<file path="config.mk">
export PLATFORM = sky130hd
export DESIGN_NAME = pc_sequencer
export DESIGN_NICKNAME = d
export VERILOG_FILES = /design/src/rtl/pc_sequencer.sv
export SDC_FILE = /design/constraint.sdc
export NUM_CORES = 1
export LEC_CHECK = 0
export CAP_MARGIN = 20
export CORE_AREA = 2 2 45 47
export DETAILED_ROUTE_END_ITERATION = 16
export DIE_AREA = 0 0 47 49
export GPL_TIMING_DRIVEN = 0
export PLACE_DENSITY = 0.81
export SLEW_MARGIN = 15
export SYNTH_ARGS = -nofsm -noshare
export SYNTH_HDL_FRONTEND = slang
export SYNTH_SLANG_ARGS = --single-unit
</file>
<file path="constraint.sdc">
create_clock -name clock -period 2.1 [get_ports clock]
set_input_delay 0.315 -clock clock [delete_from_list [all_inputs] [get_ports clock]]
set_output_delay 0.315 -clock clock [all_outputs]
set_load 0.1 [all_outputs]
</file>
<file path="src/rtl/pc_sequencer.sv">
// Fetch/execute sequencer for a 4-bit up/down program counter: latches the ROM word,
// decodes jump/branch/step-back/halt opcodes and drives the counter's control pins.
module pc_sequencer #(
    parameter bit WRAP_EN = 1'b1
) (
    input  logic       clock,
    input  logic       reset,
    input  logic [3:0] pc_q,
    input  logic       pc_tc,
    input  logic [7:0] instr,
    input  logic       zero_flag,
    input  logic       start,
    output logic       pc_reset_n,
    output logic       pc_load_n,
    output logic [3:0] pc_load_value,
    output logic       pc_hold,
    output logic       pc_up,
    output logic [7:0] ir,
    output logic       ir_valid,
    output logic       halted,
    output logic       fault
);

    typedef enum logic [1:0] {
        ST_CLEAR = 2'd0,
        ST_FETCH = 2'd1,
        ST_EXEC  = 2'd2,
        ST_HALT  = 2'd3
    } state_t;

    localparam logic [3:0] OP_BACK = 4'h9;
    localparam logic [3:0] OP_JMP  = 4'hA;
    localparam logic [3:0] OP_JZ   = 4'hB;
    localparam logic [3:0] OP_JNZ  = 4'hC;
    localparam logic [3:0] OP_HALT = 4'hF;

    state_t     state_q, state_d;
    logic [7:0] ir_q, ir_d;
    logic       fault_q, fault_d;

    logic       do_load;
    logic       count_up;
    logic       wrap_hit;

    always_comb begin
        state_d       = state_q;
        ir_d          = ir_q;
        fault_d       = fault_q;
        pc_reset_n    = 1'b1;
        pc_load_n     = 1'b1;
        pc_load_value = 4'd0;
        pc_hold       = 1'b1;
        pc_up         = 1'b1;
        do_load       = 1'b0;
        count_up      = 1'b1;
        wrap_hit      = 1'b0;

        case (state_q)
            ST_CLEAR: begin
                pc_reset_n = 1'b0;
                state_d    = ST_FETCH;
            end
            ST_FETCH: begin
                ir_d    = instr;
                state_d = ST_EXEC;
            end
            ST_EXEC: begin
                case (ir_q[7:4])
                    OP_JMP:  do_load = 1'b1;
                    OP_JZ:   do_load = zero_flag;
                    OP_JNZ:  do_load = ~zero_flag;
                    OP_BACK: count_up = 1'b0;
                    default: count_up = 1'b1;
                endcase

                // Loads never fault; only a count that would cross 15<->0 is trapped.
                wrap_hit = !WRAP_EN && !do_load &&
                           (count_up ? pc_tc : (pc_q == 4'd0));

                if (do_load) begin
                    pc_load_n     = 1'b0;
                    pc_load_value = ir_q[3:0];
                end else if (!wrap_hit) begin
                    pc_hold = 1'b0;
                    pc_up   = count_up;
                end

                if (wrap_hit) begin
                    fault_d = 1'b1;
                    state_d = ST_HALT;
                end else if (ir_q[7:4] == OP_HALT) begin
                    state_d = ST_HALT;
                end else begin
                    state_d = ST_FETCH;
                end
            end
            ST_HALT: begin
                if (start && !fault_q) begin
                    state_d = ST_FETCH;
                end
            end
            default: state_d = ST_CLEAR;
        endcase

        // Reset overrides the counter controls at once so an in-flight load becomes a clear.
        if (reset) begin
            pc_reset_n    = 1'b0;
            pc_load_n     = 1'b1;
            pc_load_value = 4'd0;
            pc_hold       = 1'b1;
            pc_up         = 1'b1;
        end
    end

    always_ff @(posedge clock) begin
        if (reset) begin
            state_q <= ST_CLEAR;
            ir_q    <= 8'h00;
            fault_q <= 1'b0;
        end else begin
            state_q <= state_d;
            ir_q    <= ir_d;
            fault_q <= fault_d;
        end
    end

    assign ir       = reset ? 8'h00 : ir_q;
    assign ir_valid = (state_q == ST_EXEC) && !reset;
    assign halted   = (state_q == ST_HALT) && !reset;
    assign fault    = fault_q && !reset;

endmodule

</file>
## After elaboration in Yosys (flattened, before gate mapping)

Index checks and enable logic that the tools add are counted.

| cells by class | value |
|---|---|
| equality and inequality tests | 9 |
| multiplexer cells | 21 |
| bitwise gates (word level) | 1 |
| reductions and logical operators | 4 |

Operators with widths:

| cell | count |
|---|---|
| $eq A4 B4 Y1 const B | 5 |
| $mux W1 | 13 |
| $mux W4 | 3 |
| $mux W8 | 1 |
| $pmux W2 S4 | 1 |
| $eq A2 B2 Y1 const B | 2 |
| $mux W2 | 2 |
| $pmux W1 S3 | 1 |
| $eq A2 B1 Y1 const B | 1 |
| $logic_and A1 B1 Y1 | 2 |
| $logic_not A2 Y1 | 1 |
| $ne A2 B2 Y1 const B | 1 |
| $logic_not A1 Y1 | 1 |
| $not A1 Y1 | 1 |

| word-level totals | value |
|---|---|
| flip-flop bits (word level) | 10 |
| input port bits | 17 |
| output and inout port bits | 19 |
| logic and storage cells | 37 |

## Logic depth before layout (Yosys ltp)

Gate-level depths: netlist (run 1).

| depth | value |
|---|---|
| depth in word-level cells | 6 |
| depth in mapped cells | 6 |
| depth with buffers taken out | 5 |

## Worst setup path after synthesis (run 1)

OpenSTA, ideal clock, no wires.

| timing | value |
|---|---|
| path type | register to output |
| start point | register state_q[0] |
| end point | output port pc_load_value[0] |
| arrival | 3257 ps |
| required time | 1785 ps |
| setup slack | -1472 ps |
| stages on the path, launching flop included | 7 |
| path buffers | 1 |
| path through | dfxtp_1 inv_1 ha_1 nor2b_1 buf_2 nand2_1 nor3_1 |

| between the ends | value |
|---|---|
| word-level cells in the longest chain between the ends | 3 |

Ends and longest elaborated chain:

| item | line | text |
|---|---|---|
| from (decl) | 37 | `state_t state_q, state_d;` |
| from (signal assigned) | 121 | `state_q <= state_d;` |
| $eq A2 B2 Y1 | 58 | `case (state_q)` |
| $mux W4 | 58 |  |
| $mux W4 | 106 | `if (reset) begin` |
| to (decl) | 15 | `output logic [3:0] pc_load_value,` |

Every way passes these cells.

## Worst setup path after layout (run 1)

| timing | value |
|---|---|
| start point | input port reset |
| end point | output port ir[5] |

| between the ends | value |
|---|---|
| word-level cells in the longest chain between the ends | 1 |

Ends and longest elaborated chain:

| item | line | text |
|---|---|---|
| from (decl) | 7 | `input logic reset,` |
| $mux W8 | 127 | `assign ir = reset ? 8'h00 : ir_q;` |
| to (decl) | 18 | `output logic [7:0] ir,` |

Every way passes these cells.

==> metrics.txt, run 1 <==
fin. max-slew vios=0; Final min period=2070 ps; final setup margin=32.8 ps; clock sink total=10; initial antenna violation count=0; WL final=1.63 mm; CP endpoint kind=output port; Syn Nets=95; #FFs+latches synth=10; Power Dens Cells=563 mW/mm^2; most common cell after layout, fill and taps aside=nor2_1; core region area=0.00184 sq mm; root buffer cell=clkbuf_4; Final setup viols=0; Area Overhead vs Synth=70.3%; gpl congestion=0.773; max-cap violation count=0; die area=0.00230 sq mm; switching share of total power=0.363; clock power share=0.302; period utilization=0.984; YS warnings=0; routed len/inst=12.2 um; nets=129; VDD IR-drop max=0.387 mV; Power Total=0.000581 W; Async S/R FF share, synth=0; most frequent cells in the layout=nor2_1 (12), clkdlybuf4s50_1 (11), dfxtp_1 (9), mux2i_1 (8); critical path class=in -> out; hold_sp=ir_q[0]; vias per cell=4.60; Hold Crit Class=reg -> reg; Setup Skew=5.58 ps; Most used DFF post-synth=dfxtp_1; synthesized area=607 sq um; vias=616; vias in the first global route=620; nature of the critical path startpoint=input port; Detailed Place HPWL=1.24 mm; Setup Fix Bufs, Post-CTS=0; library cells used by synthesis=23; port bufs=29; Reg clk slew, reported paths=70 ps; Placed Area=0.00102 sq mm; CTS buffer count=3; Slew headroom=0.639; Fin. Hold Viols=0; CTS max path bufs=2; Post-synth EDFFs=0; # IOs=36; Critical R2R Launch=state_q[1]; leakage=0.442 nW; Initial Util=0.329; CTS tree=yes; share of layout cells above drive strength 1=0.393; WP data arrival=1750 ps; Iter 0 DRT Violations=9; # diodes=0; Die Width=47 um; Clock Latency Late Sink=270 ps; gate count of the mapped netlist=74; CP startpoint=reset; die height=49 um; register area share after synthesis=0.330; switching power=0.000211 W; RSZ-0062 raised after global routing=no; sequential power share=0.376; Fmax=484 MHz; H-tree levels=1; worst slack, placed=-878 ps; total gr overflow=0; site row count=16; status=complete, no violations; power share of the combinational group=0.322; DRT Pass-1 Iters=2; Finished Cell Area=0.00103 sq mm; first-pass GRT wire length=2.69 mm; gr usage total=0.157; Pint=0.000370 W; Crit path required time=1780 ps; number of remaining DRC errors=0; Least-Margin Pin Slew=543 ps; largest net degree at the start of global routing=11; ANT nets after route=0; crit-path max FO=10; syn avg cell area=8.20 sq um
==> critical path: stages <==
cell and delay, ps:
clkdlybuf4s50_1 480, clkbuf_2 250, nor2b_1 160, clkdlybuf4s18_2 550
==> metal layers <==
metal | GRT usage | routed length, um | part of all wire | vias to the layer above
li1 | - | - | - | 309
met1 | 0.178 | 673 | 0.41 | 289
met2 | 0.283 | 890 | 0.54 | 16
met3 | 0.0444 | 57 | 0.035 | 2
met4 | 0.0278 | 13 | 0.0080 | 0
met5 | 0 | 0 | 0 | -
==> final timing paths <==
path	slack (ps)	endpoint	cells past startpoint
max	30	ir[5]	4
min	530	ir_q[0]	2
max reg2reg	830	ir_q[4]	5
min reg2reg	530	ir_q[0]	2
==> through the flow <==
stage / TNS (ps) / cells / util / hold slack, ps
floorplan: -522 / 74 / - / 462
global placement: -11270 / 130 / 0.555 / 497
detailed placement: -11740 / 130 / 0.555 / 518
CTS: -35.5 / 134 / 0.576 / 534
global route: 0 / 134 / 0.561 / 552
finish: 0 / 134 / 0.561 / 527
==> power by group through the flow <==
stage / combinational, W / clock [W] / sequential (W)
after floorplan: 0.000142 / 0 / 0.000219
after global placement: 0.000187 / 0 / 0.000222
after detailed placement: 0.000190 / 0 / 0.000223
after CTS: 0.000189 / 0.000180 / 0.000219
after global routing: 0.000198 / 0.000191 / 0.000220
final: 0.000187 / 0.000176 / 0.000219
==> final cells by class <==
type / count / area, sq um
fill: 178 / 808
multi-input combinational: 55 / 442
timing repair buffer: 29 / 263
sequential: 10 / 201
buffer: 5 / 42.5
clock buffer: 4 / 36.3
tap: 27 / 33.8
inverter: 4 / 15.0
==> flip-flops by register name, summed over array words and instances, names as in the netlist <==
| signal | count |
|---|---|
| ir_q | 8 |
| state_q | 2 |
==> synthesized netlist by cell type, drive strengths merged, types with 2 or more instances <==
cell,number,share of area
a31oi,2,0.031
buf,3,0.029
clkbuf,2,0.012
dfxtp,10,0.33
ha,4,0.082
inv,4,0.025
mux2i,8,0.13
nand2,4,0.025
nand2b,2,0.021
nand4,2,0.021
nor2,13,0.080
nor2b,8,0.082
nor3,4,0.033
==> cell families (layout without fill, tap and decap cells) <==
family / after synthesis / in the layout / synth area share
muxes: 8 / 8 / 0.132
other: 1 / 1 / 0.00618
and+or+nand+nor: 38 / 38 / 0.332
buffers and inverters: 9 / 42 / 0.0660
adders and majority gates: 4 / 4 / 0.0825
AOI/OAI and AO/OA: 4 / 4 / 0.0515
DFF: 10 / 10 / 0.330
==> timing repair <==
item,4_1_cts,5_1_grt
resized for setup,74,14
hold buffers,0,0
endpoints found under the setup margin,18,10
pin swaps,0,1
Note: power is estimated with default switching activity, not from simulation.
==> run 2, diff against run 1 <==
--- a/config.mk
+++ b/config.mk
@@ -10,6 +10,7 @@
 export DETAILED_ROUTE_END_ITERATION = 16
 export DIE_AREA = 0 0 47 49
 export GPL_TIMING_DRIVEN = 0
+export HOLD_SLACK_MARGIN = 0.15
 export PLACE_DENSITY = 0.81
 export SLEW_MARGIN = 15
 export SYNTH_ARGS = -nofsm -noshare
==> results of run 2 <==
The final DEF is identical to that of run 1; final timing and power are the same.
